### config.mk
export PLATFORM = sky130hd
export DESIGN_NAME = m20k_transpose_ctrl
export DESIGN_NICKNAME = d
export VERILOG_FILES = /design/src/rtl/m20k_transpose_pkg.sv /design/src/rtl/m20k_out_fifo.sv /design/src/rtl/m20k_transpose_ctrl.sv
export SDC_FILE = /design/constraint.sdc
export NUM_CORES = 1
export LEC_CHECK = 0
export BUFFER_PORTS_ARGS = -buffer_cell sky130_fd_sc_hd__buf_2
export CELL_PAD_IN_SITES_DETAIL_PLACEMENT = 1
export CELL_PAD_IN_SITES_GLOBAL_PLACEMENT = 1
export CORE_ASPECT_RATIO = 1.1
export CORE_MARGIN = 2
export CORE_UTILIZATION = 43
export CTS_CLUSTER_DIAMETER = 150
export CTS_CLUSTER_SIZE = 10
export DETAILED_ROUTE_END_ITERATION = 10
export PLACE_DENSITY_LB_ADDON = 0.12
export SLEW_MARGIN = 10
export SYNTH_ARGS = -nofsm -noshare
export SYNTH_HDL_FRONTEND = slang
export SYNTH_SLANG_ARGS = --single-unit
### constraint.sdc
create_clock -name clk -period 3.3 [get_ports clk]
set_clock_uncertainty 0.15 [all_clocks]
set_input_delay 0.66 -clock clk [delete_from_list [all_inputs] [get_ports clk]]
set_output_delay 0.66 -clock clk [all_outputs]
set_load 0.005 [all_outputs]
### src/rtl/m20k_transpose_pkg.sv
// Shared constants for the M20K tile-transpose controller: state codes,
// default read latency and the BRAM address-width helper.
package m20k_transpose_pkg;

  localparam logic [0:0] ST_FILL  = 1'b0;
  localparam logic [0:0] ST_DRAIN = 1'b1;

  localparam int unsigned DEF_READ_LATENCY = 2;

  function automatic int unsigned calc_aw(input int unsigned depth);
    return (depth > 1) ? $clog2(depth) : 1;
  endfunction

endpackage

### src/rtl/m20k_out_fifo.sv
// Synchronous output skid FIFO; a push and a pop may share a cycle.
module m20k_out_fifo #(
  parameter int unsigned WIDTH = 9,
  parameter int unsigned DEPTH = 4,
  localparam int unsigned CW = $clog2(DEPTH + 1)
) (
  input  logic             clk,
  input  logic             rst_n,
  input  logic             push_i,
  input  logic [WIDTH-1:0] push_data_i,
  input  logic             pop_i,
  output logic [WIDTH-1:0] head_o,
  output logic [CW-1:0]    count_o,
  output logic             full_o,
  output logic             empty_o
);

  localparam int unsigned PW = (DEPTH > 1) ? $clog2(DEPTH) : 1;

  logic [WIDTH-1:0] mem_q [DEPTH];
  logic [PW-1:0]    wr_ptr_q, wr_ptr_d;
  logic [PW-1:0]    rd_ptr_q, rd_ptr_d;
  logic [CW-1:0]    count_q, count_d;
  logic             do_push, do_pop;

  function automatic logic [PW-1:0] next_ptr(input logic [PW-1:0] p);
    return (p == PW'(DEPTH - 1)) ? '0 : p + PW'(1);
  endfunction

  assign empty_o = (count_q == '0);
  assign full_o  = (count_q == CW'(DEPTH));
  assign count_o = count_q;
  assign head_o  = mem_q[rd_ptr_q];

  assign do_pop  = pop_i && !empty_o;
  assign do_push = push_i && (!full_o || do_pop);

  always_comb begin
    wr_ptr_d = wr_ptr_q;
    rd_ptr_d = rd_ptr_q;
    count_d  = count_q;
    if (do_push) wr_ptr_d = next_ptr(wr_ptr_q);
    if (do_pop)  rd_ptr_d = next_ptr(rd_ptr_q);
    case ({do_push, do_pop})
      2'b10:   count_d = count_q + CW'(1);
      2'b01:   count_d = count_q - CW'(1);
      default: count_d = count_q;
    endcase
  end

  // Storage is cleared too so the head reads zero straight after reset.
  always_ff @(posedge clk) begin
    if (!rst_n) begin
      for (int i = 0; i < int'(DEPTH); i++) mem_q[i] <= '0;
      wr_ptr_q <= '0;
      rd_ptr_q <= '0;
      count_q  <= '0;
    end else begin
      if (do_push) mem_q[wr_ptr_q] <= push_data_i;
      wr_ptr_q <= wr_ptr_d;
      rd_ptr_q <= rd_ptr_d;
      count_q  <= count_d;
    end
  end

endmodule

### src/rtl/m20k_transpose_ctrl.sv
// Single-buffer tile transpose: fills the BRAM row-major through port A,
// drains it column-major through port B into a credit-guarded skid FIFO.
module m20k_transpose_ctrl
  import m20k_transpose_pkg::*;
#(
  parameter int unsigned DATA_WIDTH     = 8,
  parameter int unsigned TILE_DIM       = 16,
  parameter int unsigned BRAM_DEPTH     = 2048,
  parameter int unsigned READ_LATENCY   = DEF_READ_LATENCY,
  parameter int unsigned OUT_FIFO_DEPTH = 4,
  localparam int unsigned AW = calc_aw(BRAM_DEPTH)
) (
  input  logic                  clk,
  input  logic                  rst_n,
  input  logic                  in_valid,
  output logic                  in_ready,
  input  logic [DATA_WIDTH-1:0] in_data,
  output logic                  out_valid,
  input  logic                  out_ready,
  output logic [DATA_WIDTH-1:0] out_data,
  output logic                  out_last,
  output logic [AW-1:0]         bram_addr_a,
  output logic [DATA_WIDTH-1:0] bram_data_in_a,
  output logic                  bram_wen_a,
  output logic                  bram_ren_a,
  output logic [AW-1:0]         bram_addr_b,
  output logic [DATA_WIDTH-1:0] bram_data_in_b,
  output logic                  bram_wen_b,
  output logic                  bram_ren_b,
  input  logic [DATA_WIDTH-1:0] bram_data_out_b,
  output logic                  busy
);

  localparam int unsigned TILE_ELEMS = TILE_DIM * TILE_DIM;
  localparam int unsigned IW         = (TILE_DIM > 1) ? $clog2(TILE_DIM) : 1;
  localparam int unsigned FCW        = $clog2(OUT_FIFO_DEPTH + 1);
  localparam int unsigned IFW        = $clog2(READ_LATENCY + 1);

  logic [0:0]              state_q, state_d;
  logic [AW-1:0]           wr_cnt_q, wr_cnt_d;
  logic [IW-1:0]           r_q, r_d;
  logic [IW-1:0]           c_q, c_d;
  logic [AW-1:0]           rd_addr_q, rd_addr_d;
  logic                    rd_done_q, rd_done_d;
  logic [READ_LATENCY-1:0] rd_vld_q, rd_vld_d;
  logic [READ_LATENCY-1:0] rd_last_q, rd_last_d;

  logic                    rd_issue_c;
  logic                    last_rd_c;
  logic                    drain_done_c;
  logic [IFW-1:0]          inflight;
  logic [FCW-1:0]          fifo_count;
  logic                    fifo_full, fifo_empty, fifo_pop;
  logic [DATA_WIDTH:0]     fifo_head;

  m20k_out_fifo #(
    .WIDTH (DATA_WIDTH + 1),
    .DEPTH (OUT_FIFO_DEPTH)
  ) u_fifo (
    .clk         (clk),
    .rst_n       (rst_n),
    .push_i      (rd_vld_q[READ_LATENCY-1]),
    .push_data_i ({rd_last_q[READ_LATENCY-1], bram_data_out_b}),
    .pop_i       (fifo_pop),
    .head_o      (fifo_head),
    .count_o     (fifo_count),
    .full_o      (fifo_full),
    .empty_o     (fifo_empty)
  );

  assign inflight  = IFW'($countones(rd_vld_q));
  assign out_valid = !fifo_empty;
  assign out_data  = fifo_head[DATA_WIDTH-1:0];
  assign out_last  = fifo_head[DATA_WIDTH];
  assign fifo_pop  = out_valid && out_ready;

  // Credit excludes a same-cycle pop so a slot is never promised twice.
  assign rd_issue_c = (state_q == ST_DRAIN) && !rd_done_q && !fifo_full &&
                      ((32'(fifo_count) + 32'(inflight)) < OUT_FIFO_DEPTH);
  assign last_rd_c  = (r_q == IW'(TILE_DIM - 1)) && (c_q == IW'(TILE_DIM - 1));
  assign drain_done_c = rd_done_q && (inflight == '0) &&
                        (fifo_empty || ((fifo_count == FCW'(1)) && fifo_pop));

  assign in_ready       = (state_q == ST_FILL);
  assign busy           = (state_q == ST_DRAIN);
  assign bram_addr_a    = wr_cnt_q;
  assign bram_data_in_a = in_data;
  assign bram_wen_a     = (state_q == ST_FILL) && in_valid;
  assign bram_ren_a     = 1'b0;
  assign bram_addr_b    = rd_addr_q;
  assign bram_data_in_b = '0;
  assign bram_wen_b     = 1'b0;
  assign bram_ren_b     = rd_issue_c;

  always_comb begin
    state_d   = state_q;
    wr_cnt_d  = wr_cnt_q;
    r_d       = r_q;
    c_d       = c_q;
    rd_addr_d = rd_addr_q;
    rd_done_d = rd_done_q;
    rd_vld_d  = (rd_vld_q << 1) | READ_LATENCY'(rd_issue_c);
    rd_last_d = (rd_last_q << 1) | READ_LATENCY'(rd_issue_c && last_rd_c);
    case (state_q)
      ST_FILL: begin
        if (in_valid) begin
          if (wr_cnt_q == AW'(TILE_ELEMS - 1)) begin
            state_d  = ST_DRAIN;
            wr_cnt_d = '0;
          end else begin
            wr_cnt_d = wr_cnt_q + AW'(1);
          end
        end
      end
      ST_DRAIN: begin
        // Column walk: step by TILE_DIM down a column, restart at c+1 on wrap.
        if (rd_issue_c) begin
          if (r_q == IW'(TILE_DIM - 1)) begin
            r_d       = '0;
            c_d       = c_q + IW'(1);
            rd_addr_d = AW'(c_q) + AW'(1);
            if (c_q == IW'(TILE_DIM - 1)) rd_done_d = 1'b1;
          end else begin
            r_d       = r_q + IW'(1);
            rd_addr_d = rd_addr_q + AW'(TILE_DIM);
          end
        end
        if (drain_done_c) begin
          state_d   = ST_FILL;
          r_d       = '0;
          c_d       = '0;
          rd_addr_d = '0;
          rd_done_d = 1'b0;
        end
      end
      default: state_d = ST_FILL;
    endcase
  end

  always_ff @(posedge clk) begin
    if (!rst_n) begin
      state_q   <= ST_FILL;
      wr_cnt_q  <= '0;
      r_q       <= '0;
      c_q       <= '0;
      rd_addr_q <= '0;
      rd_done_q <= 1'b0;
      rd_vld_q  <= '0;
      rd_last_q <= '0;
    end else begin
      state_q   <= state_d;
      wr_cnt_q  <= wr_cnt_d;
      r_q       <= r_d;
      c_q       <= c_d;
      rd_addr_q <= rd_addr_d;
      rd_done_q <= rd_done_d;
      rd_vld_q  <= rd_vld_d;
      rd_last_q <= rd_last_d;
    end
  end

endmodule

**Word level (Yosys, flattened, before mapping)**

Memories as Yosys holds them, arrays and structs flattened. A register that Yosys moved wholly into a read port is not among the register bits.
Cells that the tools add are included.

- Register bits after elaboration: 43
- Bits in writable memories: 36
- Bits of input ports: 20
- Output and inout bits: 54
- Logic and storage cells: 94
- Memories: 1

- Add/subtract/negate cells: 11
- $lt $le $gt $ge: 1
- Equal/unequal tests: 9
- Mux-type cells: 30
- Bitwise operators: 3
- Reductions and logical operators: 28

Memories:

| name | words | width | read ports | clocked after memory_dff | wr ports | RTL line | source |
|---|---|---|---|---|---|---|---|
| u_fifo.mem_q | 4 | 9 | 1 | 1 | 4 | m20k_out_fifo.sv:20 | `logic [WIDTH-1:0] mem_q [DEPTH];` |

Operators by type and width:

| cell | number |
|---|---|
| 2-to-1 mux 11 bit | 4 |
| 2-to-1 mux 4 bit | 6 |
| logical AND 1 bit | 12 |
| 2-to-1 mux 1 bit | 12 |
| adder 11 x 1 -> 11 bit, second input constant | 1 |
| adder 11 x 5 -> 11 bit, second input constant | 1 |
| == test 11 x 8 -> 1 bit, second input constant | 1 |
| 2-to-1 mux 2 bit | 5 |
| 2-to-1 mux 9 bit | 1 |
| OR reduction 9 bit | 1 |
| adder 4 x 1 -> 4 bit, second input constant | 2 |
| == test 4 bit, second input constant | 2 |
| nonzero test 2 bit | 4 |
| == test 2 bit, second input constant | 3 |
| one-hot mux 3 bit (2 select lines) | 1 |
| adder 4 x 1 -> 5 bit, second input constant | 1 |
| adder 2 x 1 -> 2 bit, second input constant | 2 |
| adder 3 x 2 -> 4 bit | 1 |
| < comparator 4 x 3 -> 1 bit, second input constant | 1 |
| bitwise OR 2 x 1 -> 2 bit | 2 |
| AND reduction 2 bit | 2 |
| AND reduction 4 bit | 1 |
| adder 3 x 1 -> 3 bit, second input constant | 1 |
| == test 3 x 1 -> 1 bit, second input constant | 1 |
| 11 further kinds | 14 |

**Longest topological paths before layout**

Gate-level depths: netlist of the first run.

- Depth after elaboration: 11
- Depth in mapped cells: 9
- Depth with buffers taken out: 9

**Cells and area by module**

From an unflattened synthesis of the first run, not the netlist that was laid out.

- Cell total of the unflattened synthesis: 334
- Area, all modules: 3806.2 um^2

Modules (own cells, without submodules):

| module | times used | cells an instance | area each (um^2) | sequential area each (um^2) |
|---|---|---|---|---|
| m20k_out_fifo | 1 | 144 | 2064.5 | 1261.2 |
| m20k_transpose_ctrl | 1 | 190 | 1741.7 | 720.7 |

**Worst setup path after synthesis of the first run**

No wires, ideal clock.

- Path type: register to output
- Start point: register rd_vld_q[1]
- End point: output bram_ren_b
- Data arrival time: 1.587 ns
- Data required time: 2.490 ns
- Path slack: 0.903 ns
- Stages on the path, launching flop included: 7
- Buffers on the path: 1
- Path through: dfxtp_1 > ha_1 > ha_1 > or4b_4 > a31o_1 > buf_6 > inv_1

- Word-level cells in the longest chain between the ends: 4

Ends and longest elaborated chain:

| what | RTL line | source |
|---|---|---|
| start, declared | m20k_transpose_ctrl.sv:45 | `logic [READ_LATENCY-1:0] rd_vld_q, rd_vld_d;` |
| start signal, assigned | m20k_transpose_ctrl.sv:157 | `rd_vld_q <= rd_vld_d;` |
| adder 1 x 1 -> 2 bit (implied by the code) | m20k_transpose_ctrl.sv:71 | `assign inflight = IFW'($countones(rd_vld_q));` |
| adder 3 x 2 -> 4 bit | m20k_transpose_ctrl.sv:79 | `((32'(fifo_count) + 32'(inflight)) < OUT_FIFO_DEPTH);` |
| < comparator 4 x 3 -> 1 bit | m20k_transpose_ctrl.sv:79 |  |
| logical AND 1 bit | m20k_transpose_ctrl.sv:78 | `assign rd_issue_c = (state_q == ST_DRAIN) && !rd_done_q && !fifo_full &&` |
| end, declared | m20k_transpose_ctrl.sv:29 | `output logic bram_ren_b,` |

Every way passes these cells.

**Worst setup path in the final report of the first run**

Same ends and word-level chain as after synthesis.

==> results of run 1 <==
power groups by stage:
stage	Sequential [W]	Combinational [W]	Clock, W
2_1_floorplan	0.00111	0.000171	0
3_3_place_gp	0.00114	0.000203	0
3_5_place_dp	0.00114	0.000210	0
4_1_cts	0.00112	0.000211	0.000651
5_1_grt	0.00112	0.000232	0.000687
6_report	0.00112	0.000205	0.000633
cells in the mapped netlist, drive strengths merged:
cell type	count	area, um2
ha	14	175
dfxtp	45	901
xor2	10	87.6
clkinv	1	3.75
a31oi	1	6.26
clkbuf	3	11.3
and4	1	8.76
a2bb2oi	1	8.76
a21boi	2	22.5
conb	1	3.75
and2	39	246
or4	1	7.51
or4b	1	13.8
buf	21	155
nand3	12	60.1
nand3b	2	15.0
nor3b	2	15.0
nor3	8	40.0
a311oi	1	26.3
inv	11	41.3
a31o	3	26.3
edfxtp	36	1080
nand2b	5	31.3
mux2i	3	30.0
or3	1	6.26
a21o	5	37.5
nand2	18	70.1
nor2	36	135
xnor2	11	96.3
o21ai	6	33.8
nand4	3	18.8
a21oi	16	83.8
nor4b	1	8.76
a211oi	1	7.51
and3	2	12.5
mux4	9	203
layer usage:
layer	GRT usage (%)	up-vias	part of all wire, %
li1	-	1225	-
met1	20.4	1222	41
met2	32.2	48	54
met3	2.60	8	3.5
met4	6.79	0	1.2
met5	0	-	0
how the worst min path moves through the flow:
stage / start / to
finish: rd_last_q[0] / rd_last_q[1]
global route: rd_last_q[0] / rd_last_q[1]
CTS: rd_last_q[0] / rd_last_q[1]
detailed placement: rd_last_q[0] / rd_last_q[1]
global placement: rd_last_q[0] / rd_last_q[1]
floorplan: rd_last_q[0] / rd_last_q[1]
cell type report:
cell class | instances | area (um2)
multi-input combinational | 225 | 1570
clock inverter | 5 | 32.5
fill | 958 | 4230
timing repair buffer | 52 | 273
sequential | 81 | 1980
inverter | 12 | 45.0
clock buffer | 11 | 131
tap | 111 | 139
sequential cells by signal, summed over array words and instances, names as in the netlist, named ones only:
name / count
bram_addr_a: 11
bram_addr_b: 11
busy: 1
c_q: 4
r_q: 4
rd_done_q: 1
rd_last_q: 2
rd_vld_q: 2
u_fifo.count_o: 3
u_fifo.mem_q: 36
u_fifo.rd_ptr_q: 2
u_fifo.wr_ptr_q: 2
worst register-to-register path: cells and delay by family, from the launching register on:
kind          cells  cell delay, ns
fa+ha+maj         1            0.24
simple gates      4            0.89
buf+inv           2            0.31
flops             1            0.50
logic make-up after synthesis:
logic type,Yosys count,share of synthesized area (%)
xor+xnor,21,4.93
buf+inv,36,5.67
compound gates,36,6.77
other cells,1,0.101
mux,12,6.24
fa+ha+maj,14,4.69
simple gates,132,18.5
flops,81,53.1
cells in the final DEF, fill, tap and decap left out, types with 8 or more instances in the layout:
cell type                  count
sky130_fd_sc_hd__a21oi_1      15
sky130_fd_sc_hd__and2_1       38
sky130_fd_sc_hd__buf_2        47
sky130_fd_sc_hd__clkbuf_8      9
sky130_fd_sc_hd__conb_1       10
sky130_fd_sc_hd__dfxtp_1      45
sky130_fd_sc_hd__edfxtp_1     36
sky130_fd_sc_hd__ha_1         14
sky130_fd_sc_hd__inv_1        11
sky130_fd_sc_hd__mux4_2        9
sky130_fd_sc_hd__nand2_1      17
sky130_fd_sc_hd__nand3_1      12
sky130_fd_sc_hd__nor2_1       36
sky130_fd_sc_hd__nor3_1        8
sky130_fd_sc_hd__xnor2_1      11
sky130_fd_sc_hd__xor2_1       10
per-stage QoR:
stage          hold slack [ns]  worst slack, ns  total power [W]
2_1_floorplan            0.262            0.903          0.00129
3_3_place_gp             0.263            0.678          0.00134
3_5_place_dp             0.278            0.648          0.00135
4_1_cts                  0.291            0.256          0.00198
5_1_grt                  0.303            0.141          0.00204
6_report                 0.288            0.272          0.00195
==> metrics.txt, run 1 <==
Finish-stage setup viols=0; Boundary Pins=74; distinct cell type count of the synthesized netlist=44; fraction of power consumed by sequential logic=57.1%; vias per cell=5.04; gr ovfl total=0; number of instances on the worst hold path=1; Worst Setup EP=bram_ren_b; total power per unit cell area=468 nW/um2; final std cell area, no fill=4170 um2; number of instances in the synthesized netlist=333; post-route core utilization=49.6%; buffers inserted by post-CTS timing repair=0; Vert. Die Dim=102 um; final worst path period need=3.03 ns; Final TNS setup=0 ns; post-synthesis sequential area ratio=53.1%; wire length of the first global-routing pass=12,600 um; combinational share of power=10.5%; required time reported for the critical path endpoint=2.49 ns; average footprint of a synthesized cell=11.2 um2; x dimension of the die=92.8 um; placed instance count=481; wire length after detailed routing=7530 um; number of antenna violations at the first check in global routing=0; Max FO, Critical Path=10; NetSw=0.000504 W; element type at the critical path start=flop; number of buffers inserted for hold repair after clock tree synthesis=0; Synth Cell Area=3730 um2; Internal Power=0.00145 W; net total in the final layout=415; status=finished, final reports clean; Max Clk Rate=0.330 GHz; leakage power of the design=1.74 nW; period utilisation layout=91.8%; number of sinks handled by clock tree synthesis=81; class of the tightest hold or removal check=flop to flop; number of inserted diodes=0; capturing element type of the critical path=output port; FF-to-FF End=u_fifo.mem_q[2][2]; post-synthesis register bit count=81; type of the setup path with the least slack=flop to output port; cell-by-cell trace of the critical path=ha_1 -> ha_1 -> or4b_4 -> a31o_1 -> inv_1 -> buf_2; cell mode on critical path=sky130_fd_sc_hd__ha_1; total number of cells along the worst setup path=6; number of warning messages in the yosys log=0; Slowest-stage cell, CP=sky130_fd_sc_hd__or4b_4; antenna violation net count after detailed routing=0; Fin. Hold Viols=0; Worst Path Buf+Inv=2; vias in the first global route=2,615; Area growth syn-to-layout=11.9%; pin count of the biggest net entering global routing=19; detail-routed net length per standard cell=15.2 um; buffers added on ports=47; flop-to-flop setup slack=0.86 ns; GRT Resource Usage Total=17.4%; Max VDD drop=0.000278 V; maximum buffer depth of the clock tree=2; drt first-iter violations=48; cell area after placement=4010 um2; data arrival time of the critical path=2.22 ns; clock edge transition at the registers on the reported setup and hold paths=0.08 ns; Worst Max-Slew Pin Slew=0.655 ns; ratio of cells with drive above 1 in the final layout=22.0%; Top delay family on crit path=simple AND/OR/NAND/NOR gates; die outline area=9440 um2; non-filler cells, final=497; relative contribution of the clock network to total power=32.4%; number of placement rows=35; half-perimeter wire length after detailed placement=5540 um; biggest cell delay along the critical path=0.50 ns; clock tree from TritonCTS=yes; RSZ-0062 raised after global routing=false; number of remaining DRC errors=0; Sw Share=25.8%; vias after detailed routing=2,503; Root Buffer Master=sky130_fd_sc_hd__clkbuf_8; GP Congestion=0.771; CTS buffer count=9; clock insertion delay at the later pin of the skew report=0.35 ns; launch point of the critical path=rd_vld_q[1]; count of H-tree levels built during CTS=3; worst r2r src=u_fifo.count_o[0]; headroom to the max-slew limit=56.2%; reported max-cap violation count=0; number of resized instances in the post-cts repair step=0; placeable core region=8410 um2; Worst R2R Path Depth=7; initial core utilization=44.4%; number of max-slew violations in the final report=0; Initial DRT Pass Iterations=4
Note: power is estimated with default switching activity, not from simulation.
==> inputs of run 2 (changes only) <==
--- a/config.mk
+++ b/config.mk
@@ -6,11 +6,11 @@
 export NUM_CORES = 1
 export LEC_CHECK = 0
 export BUFFER_PORTS_ARGS = -buffer_cell sky130_fd_sc_hd__buf_2
-export CELL_PAD_IN_SITES_DETAIL_PLACEMENT = 1
-export CELL_PAD_IN_SITES_GLOBAL_PLACEMENT = 1
+export CELL_PAD_IN_SITES_DETAIL_PLACEMENT = 2
+export CELL_PAD_IN_SITES_GLOBAL_PLACEMENT = 2
 export CORE_ASPECT_RATIO = 1.1
 export CORE_MARGIN = 2
-export CORE_UTILIZATION = 43
+export CORE_UTILIZATION = 35
 export CTS_CLUSTER_DIAMETER = 150
 export CTS_CLUSTER_SIZE = 10
 export DETAILED_ROUTE_END_ITERATION = 10
==> run 2 against run 1 <==
  * Maximum frequency increased by 0.35%
  * Final area grew 3.9%
  * Global-route usage decreased by 1.8 points
  * Clock power grew 55%
  * Die area grew 22%
  * Worst hold slack improved by 0.0041 ns
  * Sequential share of layout area shrank 1.8 points
  * Critical path depth unchanged
  * Critical endpoint unchanged
  * Largest cell class unchanged
==> metrics.txt, run 2 (synthesis gave the netlist of run 1 again) <==
detail-routed net length per standard cell=15.8 um (+4.3%); Slowest-stage cell, CP=sky130_fd_sc_hd__or4b_4; Final TNS setup=0 ns (unchanged); Fin. Hold Viols=0 (unchanged); Area growth syn-to-layout=16.2%; cell mode on critical path=sky130_fd_sc_hd__ha_1; Top delay family on crit path=simple AND/OR/NAND/NOR gates; Biggest register=u_fifo.mem_q; GRT Resource Usage Total=15.7% (-1.8 points); clock tree from TritonCTS=yes; headroom to the max-slew limit=56.2% (+0.070 points); element type at the critical path start=flop; buffers added on ports=47 (unchanged); Initial DRT Pass Iterations=4 (unchanged); Max VDD drop=0.000233 V (-16%); Vert. Die Dim=112 um (+10%); placeable core region=10,400 um2 (+24%); type of the setup path with the least slack=flop to output port; number of buffers inserted for hold repair after clock tree synthesis=0 (unchanged); most used cells in the layout excluding fill and tap cells=47 x sky130_fd_sc_hd__buf_2, 45 x sky130_fd_sc_hd__dfxtp_1, 38 x sky130_fd_sc_hd__and2_1, 36 x sky130_fd_sc_hd__nor2_1, 36 x sky130_fd_sc_hd__edfxtp_1; wire length after detailed routing=8370 um (+11%); final worst path period need=3.02 ns (-0.0105 ns); relative contribution of the clock network to total power=42.4% (+10 points); GP Congestion=0.722 (-6.3%); Root Buffer Master=sky130_fd_sc_hd__clkbuf_16; x dimension of the die=102 um (+10%); leakage power of the design=1.80 nW (+3.5%); Finish-stage setup viols=0 (unchanged); Internal Power=0.00176 W (+21%); most common library cell in the layout ignoring fill and taps=sky130_fd_sc_hd__buf_2; Worst Max-Slew Pin Slew=0.654 ns (-0.00105 ns); post-route worst hold slack=0.292 ns (+0.00409 ns); number of antenna violations at the first check in global routing=0 (unchanged); required time reported for the critical path endpoint=2.49 ns (about the same); wire length of the first global-routing pass=13,800 um (+8.8%); clock insertion delay at the later pin of the skew report=0.34 ns (about the same); Max Clk Rate=0.331 GHz (+0.35%); number of placement rows=39 (+11%); buffers inserted by post-CTS timing repair=0 (unchanged); Worst Path Buf+Inv=2 (unchanged); total power per unit cell area=531 nW/um2 (+13%); initial core utilization=35.9% (-8.5 points); half-perimeter wire length after detailed placement=6060 um (+9.5%); maximum buffer depth of the clock tree=2 (unchanged); non-filler cells, final=529 (+6.4%); die outline area=11,500 um2 (+22%); class of the tightest hold or removal check=flop to flop; RSZ-0062 raised after global routing=false; data arrival time of the critical path=2.21 ns (about the same); vias in the first global route=2,730 (+4.4%); net total in the final layout=415 (unchanged); placed instance count=513 (+6.7%); period utilisation layout=91.4% (-0.32 points); number of remaining DRC errors=0 (unchanged); drt first-iter violations=49 (+2.1%); antenna violation net count after detailed routing=0 (unchanged); clock edge transition at the registers on the reported setup and hold paths=0.06 ns (-0.02 ns); Boundary Pins=74 (unchanged); status=finished, final reports clean; Sw Share=23.6% (-2.1 points); pin count of the biggest net entering global routing=20 (+1); reported max-cap violation count=0 (unchanged); number of resized instances in the post-cts repair step=0 (unchanged); number of flip-flops in the largest register=36 (unchanged); vias after detailed routing=2,522 (+0.76%); cell-by-cell trace of the critical path=ha_1 -> ha_1 -> or4b_4 -> a31o_1 -> inv_1 -> buf_2; combinational share of power=9.1% (-1.4 points); number of inserted diodes=0 (unchanged); gr ovfl total=0 (unchanged); fraction of power consumed by sequential logic=48.5% (-8.6 points); ratio of cells with drive above 1 in the final layout=22.0% (unchanged); CTS buffer count=9 (unchanged); number of max-slew violations in the final report=0 (unchanged); Max FO, Critical Path=10 (unchanged); biggest cell delay along the critical path=0.50 ns (about the same); capturing element type of the critical path=output port; number of sinks handled by clock tree synthesis=81 (unchanged); vias per cell=4.77 (-5.3%); NetSw=0.000545 W (+8.1%); count of H-tree levels built during CTS=3 (unchanged)
run 2: final cells by class:
| class | count | area (um2) |
|---|---|---|
| timing repair buffer | 52 | 273 |
| clock buffer | 10 | 229 |
| multi-input combinational | 225 | 1570 |
| fill | 1115 | 6060 |
| inverter | 12 | 45.0 |
| sequential | 81 | 1980 |
| tap | 143 | 179 |
| clock inverter | 6 | 57.6 |
run 2: per-stage QoR:
stage          cell area, um2  utilization (%)  total power, W  setup WS [ns]
6_report                 4340             41.7         0.00230          0.283
5_1_grt                  4340             41.7         0.00241          0.134
4_1_cts                  4340             41.7         0.00235          0.246
3_5_place_dp             4050             39.0         0.00135          0.622
3_3_place_gp             4050             39.0         0.00134          0.671
2_1_floorplan            3760                -         0.00129          0.903
run 2: path summary, 6_finish.rpt:
check / from / end / slack (ns) / cells past startpoint
setup / recovery: rd_vld_q[1] / bram_ren_b / 0.28 / 6
hold / removal: rd_last_q[0] / rd_last_q[1] / 0.29 / 1
setup reg to reg: u_fifo.count_o[0] / u_fifo.mem_q[1][3] / 0.85 / 7
hold reg to reg: rd_last_q[0] / rd_last_q[1] / 0.29 / 1
run 2: power by group through the flow:
| stage | sequential [W] | clock, W | combinational [W] |
|---|---|---|---|
| after global routing | 0.00112 | 0.00105 | 0.000237 |
| after CTS | 0.00112 | 0.00102 | 0.000214 |
| final | 0.00112 | 0.000978 | 0.000209 |
| after global placement | 0.00114 | 0 | 0.000205 |
| after floorplan | 0.00111 | 0 | 0.000171 |
| after detailed placement | 0.00114 | 0 | 0.000211 |
run 2: metal layers:
layer | global-route usage [%] | part of all wire, % | up-vias | routed length (um)
met5 | 0 | 0 | - | 0
met4 | 7.29 | 2.1 | 0 | 176
met3 | 3.05 | 3.3 | 12 | 278
met2 | 28.1 | 54 | 46 | 4510
met1 | 17.5 | 41 | 1239 | 3400
li1 | - | - | 1225 | -
